File: src/rtl/wb_write_arbiter.sv
// ============================================================================
//  Module   : wb_write_arbiter
//  Purpose  : Merges pipeline write-back and queued mul/div results onto the
//             single GRF write port, flagging pending queued writes to decode.
//  Revision : 1.0
// ============================================================================
`timescale 1ns/1ps
`default_nettype none

module wb_write_arbiter #(
  parameter int DEPTH = 4,
  parameter int AW    = 5,
  parameter int DW    = 32
) (
  input  logic                     clk,
  input  logic                     reset,
  input  logic                     wb_valid,
  input  logic [AW-1:0]            wb_addr,
  input  logic [DW-1:0]            wb_data,
  input  logic [DW-1:0]            wb_pc,
  input  logic                     md_valid,
  output logic                     md_ready,
  input  logic [AW-1:0]            md_addr,
  input  logic [DW-1:0]            md_data,
  input  logic [DW-1:0]            md_pc,
  input  logic [AW-1:0]            A1,
  input  logic [AW-1:0]            A2,
  output logic                     pend_hit1,
  output logic                     pend_hit2,
  output logic                     RegWrite,
  output logic [AW-1:0]            RegAddr,
  output logic [DW-1:0]            RegData,
  output logic [DW-1:0]            PC,
  output logic [$clog2(DEPTH):0]   q_count
);

  localparam int               c_PW    = $clog2(DEPTH);
  localparam int               c_CW    = c_PW + 1;
  localparam logic [c_CW-1:0]  c_DEPTH = c_CW'(DEPTH);

  logic [AW-1:0]    r_addr [DEPTH];
  logic [DW-1:0]    r_data [DEPTH];
  logic [DW-1:0]    r_pc   [DEPTH];
  logic [DEPTH-1:0] r_vld;
  logic [c_PW-1:0]  r_head;
  logic [c_PW-1:0]  r_tail;
  logic [c_CW-1:0]  r_count;

  logic w_hs;
  logic w_push;
  logic w_wb_take;
  logic w_pop;
  logic w_hit1;
  logic w_hit2;

  // Ready depends only on registered occupancy, never on a same-cycle pop.
  assign md_ready  = (r_count != c_DEPTH);
  assign q_count   = r_count;

  assign w_hs      = md_valid & md_ready;
  assign w_push    = w_hs & (md_addr != '0);
  assign w_wb_take = wb_valid & (wb_addr != '0);
  assign w_pop     = ~w_wb_take & (r_count != '0);

  // The output register is not searched: the GRF forwards RegData itself.
  always_comb begin
    w_hit1 = w_hs && (md_addr == A1);
    w_hit2 = w_hs && (md_addr == A2);
    for (int i = 0; i < DEPTH; i++) begin
      if (r_vld[i] && (r_addr[i] == A1)) w_hit1 = 1'b1;
      if (r_vld[i] && (r_addr[i] == A2)) w_hit2 = 1'b1;
    end
  end

  assign pend_hit1 = (A1 != '0) && w_hit1;
  assign pend_hit2 = (A2 != '0) && w_hit2;

  // Payload storage needs no reset; validity is tracked separately.
  always_ff @(posedge clk) begin
    if (w_push) begin
      r_addr[r_tail] <= md_addr;
      r_data[r_tail] <= md_data;
      r_pc[r_tail]   <= md_pc;
    end
  end

  always_ff @(posedge clk or negedge reset) begin
    if (!reset) begin
      r_vld   <= '0;
      r_head  <= '0;
      r_tail  <= '0;
      r_count <= '0;
    end else begin
      if (w_push) begin
        r_vld[r_tail] <= 1'b1;
        r_tail        <= r_tail + 1'b1;
      end
      // Push and pop never target the same slot: pop needs count>0, push
      // needs count<DEPTH, so head==tail cannot hold for both.
      if (w_pop) begin
        r_vld[r_head] <= 1'b0;
        r_head        <= r_head + 1'b1;
      end
      case ({w_push, w_pop})
        2'b10:   r_count <= r_count + 1'b1;
        2'b01:   r_count <= r_count - 1'b1;
        default: r_count <= r_count;
      endcase
    end
  end

  always_ff @(posedge clk or negedge reset) begin
    if (!reset) begin
      RegWrite <= 1'b0;
      RegAddr  <= '0;
      RegData  <= '0;
      PC       <= '0;
    end else if (w_wb_take) begin
      RegWrite <= 1'b1;
      RegAddr  <= wb_addr;
      RegData  <= wb_data;
      PC       <= wb_pc;
    end else if (w_pop) begin
      RegWrite <= 1'b1;
      RegAddr  <= r_addr[r_head];
      RegData  <= r_data[r_head];
      PC       <= r_pc[r_head];
    end else begin
      RegWrite <= 1'b0;
    end
  end

endmodule

`default_nettype wire

File: config.mk
export PLATFORM = sky130hd
export DESIGN_NAME = wb_write_arbiter
export DESIGN_NICKNAME = d
export VERILOG_FILES = /design/src/rtl/wb_write_arbiter.sv
export SDC_FILE = /design/constraint.sdc
export NUM_CORES = 1
export LEC_CHECK = 0
export CAP_MARGIN = 20
export CORE_AREA = 4 4 195 197
export DETAILED_ROUTE_END_ITERATION = 7
export DIE_AREA = 0 0 199 201
export SKIP_CTS_REPAIR_TIMING = 1
export SYNTH_ARGS = -nofsm -noshare
export SYNTH_HDL_FRONTEND = slang
export SYNTH_SLANG_ARGS = --single-unit
File: constraint.sdc
create_clock -name clk -period 3.9 [get_ports clk]
set_input_delay 0.585 -clock clk [delete_from_list [all_inputs] [get_ports clk]]
set_output_delay 0.585 -clock clk [all_outputs]
set_load 0.05 [all_outputs]
======== Word-level counts from Yosys, hierarchy flattened ========
Memory sizes are Yosys's and may differ from the RTL's.
Index checks and enable logic that the tools add are counted.
cells by class
  add/sub/neg operators ................... 4
  $mul .................................... 0
  divide/modulo/power cells ............... 0
  $lt $le $gt $ge ......................... 4
  equal/unequal tests ..................... 13
  shift operators ......................... 0
  muxes and demuxes ....................... 25
  bitwise logic cells ..................... 8
  reduce and logical (&&, ||, !) cells .... 21
operators with widths
  kind                                                                                 count
  32-bit two-way mux                                                                   4
  5-bit == test                                                                        10
  5-bit nonzero test                                                                   4
  1-bit logical AND                                                                    14
  1-bit two-way mux                                                                    14
  5-bit two-way mux                                                                    2
  4-bit two-way mux                                                                    2
  2-bit by 3-bit < comparator with 1-bit output, second input constant                 2
  3-bit case mux with 2 select lines                                                   1
  2-bit by 1-bit adder with 2-bit output, second input constant                        2
  1-bit bitwise AND                                                                    4
  4-bit bitwise AND                                                                    1
  1-bit demux with 2-bit select                                                        2
  2-bit by 1-bit greater-or-equal comparator with 1-bit output, second input constant  2
  4-bit NOT                                                                            1
  4-bit bitwise OR                                                                     1
  2-bit nonzero test                                                                   2
  3-bit by 1-bit adder with 3-bit output, second input constant                        1
  3-bit inequality test, second input constant                                         1
  3-bit nonzero test                                                                   1
  3-bit by 1-bit subtractor with 3-bit output, second input constant                   1
  2-bit by 1-bit == test with 1-bit output, second input constant                      1
  2-bit == test, second input constant                                                 1
  1-bit NOT                                                                            1
storage, ports and cells
  bits in registers ....................... 81
  bits in latches ......................... 0
  bits in writable memories ............... 276
  ROM bits ................................ 0
  bits of input ports ..................... 152
  memories kept ........................... 3
memories
  memory  words  width  rd ports  clocked after Yosys merged registers in  wr ports  RTL line  text
  r_data  4      32     1         0                                        1         42        logic [DW-1:0] r_data [DEPTH];
  r_pc    4      32     1         0                                        1         43        logic [DW-1:0] r_pc [DEPTH];
  r_addr  4      5      5         0                                        1         41        logic [AW-1:0] r_addr [DEPTH];

======== Logic depth before layout (Yosys ltp) ========
  depth in word-level cells ............... 8
  gate-level depth with buffers ........... 10

======== Least setup slack after synthesis ========
Ideal clock, no wire load.
  kind .................................... register to register
  from .................................... register r_count[0] (netlist: q_count[0])
  to ...................................... memory r_addr[2][0], enable pin
  arrival ................................. 3.252 ns
  path slack .............................. 0.213 ns
  cell stages (with the launch flop) ...... 5
  path buffers ............................ 0
  period minus slack after synthesis ...... 3.687 ns
  path through ............................ dfrtp_1 > or3b_2 > nand2_1 > a21oi_1 > and2_1
on the way
  word-level cells in the longest chain between the ends .. 5
ends and longest elaborated chain
  item                                     RTL line  text
  from (decl)                              47        logic [c_CW-1:0] r_count;
  from (signal assigned)                   105       2'b10: r_count <= r_count + 1'b1;
  from (signal assigned)                   106       2'b01: r_count <= r_count - 1'b1;
  from (signal assigned)                   107       default: r_count <= r_count;
  3-bit inequality test                    57        assign md_ready = (r_count != c_DEPTH);
  named net md_ready                       22        output logic md_ready,
  1-bit bitwise AND                        60        assign w_hs = md_valid & md_ready;
  1-bit bitwise AND                        61        assign w_push = w_hs & (md_addr != '0);
  1-bit two-way mux                        80        if (w_push) begin
  1-bit two-way mux (implied by the code)  81        r_addr[r_tail] <= md_addr;
  to (decl)                                41
The timed path passes the listed nets, and every way through them passes these cells.

======== Final worst setup path ========
  from .................................... input port A2[2]
  to ...................................... output port pend_hit2
on the way
  word-level cells in the longest chain between the ends .. 7
ends and longest elaborated chain
  item                                  RTL line  text
  from (decl)                           27        input logic [AW-1:0] A2,
  5-bit == test (on tied branches)      68, 71
  1-bit logical AND (on tied branches)  68, 71
  1-bit two-way mux (4 in a row)        71        if (r_vld[i] && (r_addr[i] == A2)) w_hit2 = 1'b1;
  1-bit logical AND (*)                 76        assign pend_hit2 = (A2 != '0) && w_hit2;
  to (decl)                             29        output logic pend_hit2,
Every way passes the cells marked *; elsewhere a longest branch is shown, timed or not.

==> results.md <==
* Drt first pass iters at 4
* Syn_area_per_cell at 17.9 um^2
* Fin worst setup slack at 0.422 ns
* Max_cap viols at 0
* Root buffer cell: clkbuf_16
* Clk Latency, worst-skew pair at 0.52 ns
* Largest net degree at the start of global routing at 139
* Post-route ant nets at 0
* Cell variety after synth at 31
* Vias in the first global route at 8539
* Startpoint Class: input pin
* Layout cell share with drive strength beyond 1 at 14.7%
* Gr ovfl total at 0
* Fmax at 0.288 GHz
* Placement Rows at 70
* Skew final at 0.0178 ns
* Commonest non-fill, non-tap cells in the layout: edfxtp_1, clkdlybuf4s50_1, dfrtp_1, nor2_1
* Antenna cells at 0
* Pre-CTS setup slack at 0.446 ns
* Initial Util at 39.7%
* Ys Warns at 0
* Via count at 7867
* Reg clk slew, reported paths at 0.05 ns
* I/O pins at 228
* Maximum net fanout on the critical path at 6
* # setup viols final at 0
* Fin. Hold Viols at 0
* CTS tree: yes
* Unrepaired setup endpoints after global routing: no
* Data required, critical path at 3.31 ns
* Crit-path max cell delay at 0.79 ns
* Crit end category: primary output
* Commonest non-fill, non-tap cell in the layout: edfxtp_1
* Slowest CP cell: clkdlybuf4s50_1
* Total negative setup slack at 0 ns
* Area grow syn2layout at 29.7%
* Reg2reg setup slack at 1.36 ns
* Top-area cell type share of the netlist area at 57.5%
* Reg2reg end: q_count[2]
* GRT Total Usage at 16.0%
* Power per cell area at 756 nW/um^2
* H-tree Lvls at 2
* Cell accounting for the most synthesized area: edfxtp_1
* LEAKAGE at 6.43 nW
* Half-perimeter wire length after placement at 20500 um
* Worst-margin pin slew at 0.746 ns
* Detailed-route wire length at 32200 um
* Register area share after synthesis at 71.6%
* DR WL/cell at 20.8 um
* Initial antenna violation count at 4
* Pins Over Slew Limit at 0
* Tcrit/Tclk final at 89.2%
* Post-route minimum period at 3.48 ns
* Hold crit path type: input pin to async pin
* Reg2Reg Depth at 10
* Yosys reg bits at 357
* Crit path cell chain: clkdlybuf4s50_1 > xor2_1 > nor4_1 > nand3_1 > nand3_1 > o22a_1 > clkdlybuf4s50_1
* DIE HEIGHT at 201 um
* Crit path kind: input pin to primary output
* Reg2reg start: q_count[0]
* Cells after synthesis at 805
* Vias per cell at 5.08
* Iter 0 DRT Violations at 282
* CTS max path bufs at 3
* Die ar. at 40000 um^2
* Main area contributors after synthesis: edfxtp_1, dfrtp_1, mux4_2
* Slew headroom at 50.3%
* Worst path bufs/invs at 2
* First-pass GRT wire length at 49900 um
* Die Span X at 199 um
* RD Place Congestion at 0.817
* IO Port Bufs at 227
* CORE AREA at 36300 um^2
* Post-route DRC at 0
* Max VDD drop at 0.424 mV
* Post-Syn Nets at 967
* Delay-heaviest family, CP: buffers and inverters
* Nets at 1209
* CTS sink cnt at 357
* Status: finished clean
* Total CTS buffers at 41
* Syn Std Cell Area at 14400 um^2
* Worst EP arrival at 2.89 ns
metrics by stage:
step / std cells / cell area, um^2 / hold WS, ns / util [%] / power, W
2_1_floorplan: 805 / 14400 / 0.289 / - / 0.00879
3_3_place_gp: 1470 / 17300 / 0.547 / 47.7 / 0.0105
3_5_place_dp: 1470 / 17300 / 0.553 / 47.7 / 0.0105
4_1_cts: 1546 / 18700 / 0.293 / 51.5 / 0.0144
5_1_grt: 1548 / 18700 / 0.548 / 51.6 / 0.0149
6_report: 1548 / 18700 / 0.528 / 51.6 / 0.0141
metal layers:
metal	global-route usage [%]	vias up	wire length [um]	part of all wire, %
met4	3.96	8	605	1.9
met3	3.89	51	1750	5.4
li1	-	3602	-	-
met5	0	-	50	0.16
met2	26.3	194	15600	48
met1	21.6	4012	14200	44
registers in the layout (all words and copies together), names as in the netlist:
signal    count
RegData      32
r_tail        2
r_data      128
PC           32
RegWrite      1
r_pc        128
r_head        2
RegAddr       5
q_count       3
r_addr       20
r_vld         4
synthesized netlist by cell type, drive strengths merged:
master / instances
o22a: 2
and2: 4
o21ai: 3
xnor2: 17
nand2: 4
a21oi: 69
nor2: 70
or3b: 1
or4: 3
fa: 1
o41ai: 2
mux4: 69
ha: 9
xor2: 38
nand3: 12
clkbuf: 14
inv: 8
nor4: 8
a22o: 1
nor3: 2
dfrtp: 81
buf: 36
nor2b: 1
a2bb2oi: 4
mux2: 1
edfxtp: 276
mux2i: 69
cell families after synthesis:
family | Yosys count | synth area share, %
AND/OR/NAND/NOR | 105 | 3.20
adder cells (fa/ha/maj) | 10 | 0.920
buffers and inverters | 58 | 2.23
multiplexers | 139 | 15.7
AO/OA/AOI/OAI | 81 | 3.07
flip-flops | 357 | 71.6
XOR/XNOR | 55 | 3.34
worst reg2reg max path, delay by kind of cell, from the launching register on:
family	cells	cell delay (ns)
xor gates and xnor gates	2	0.29
and+or+nand+nor	3	0.79
buffers and inverters	2	0.18
DFF	1	0.45
adders and majority gates	2	0.56
AOI/OAI and AO/OA	1	0.19
area by class of cell:
cell class	instances	area, um^2
timing repair buffer	249	2590
multi-input combinational	390	3800
clock buffer	62	1190
clock inverter	14	179
tap	468	586
fill	3060	17600
sequential	357	10300
inverter	8	30.0
report_power, final:
group	internal [W]	switching [W]
clock	0.00238	0.00145
combinational	0.00207	0.00268
sequential	0.00505	0.000517
worst max-delay path by stage:
stage,start,to,slack [ns],depth (start not counted)
after floorplan,q_count[0],r_addr[2][0],0.21,4
after global placement,A2[1],pend_hit2,0.44,7
after detailed placement,A2[2],pend_hit2,0.45,7
after CTS,A2[2],pend_hit2,0.43,7
after global routing,A1[3],pend_hit1,0.31,7
final,A2[2],pend_hit2,0.42,7
Power figures use the tool's default switching activity.
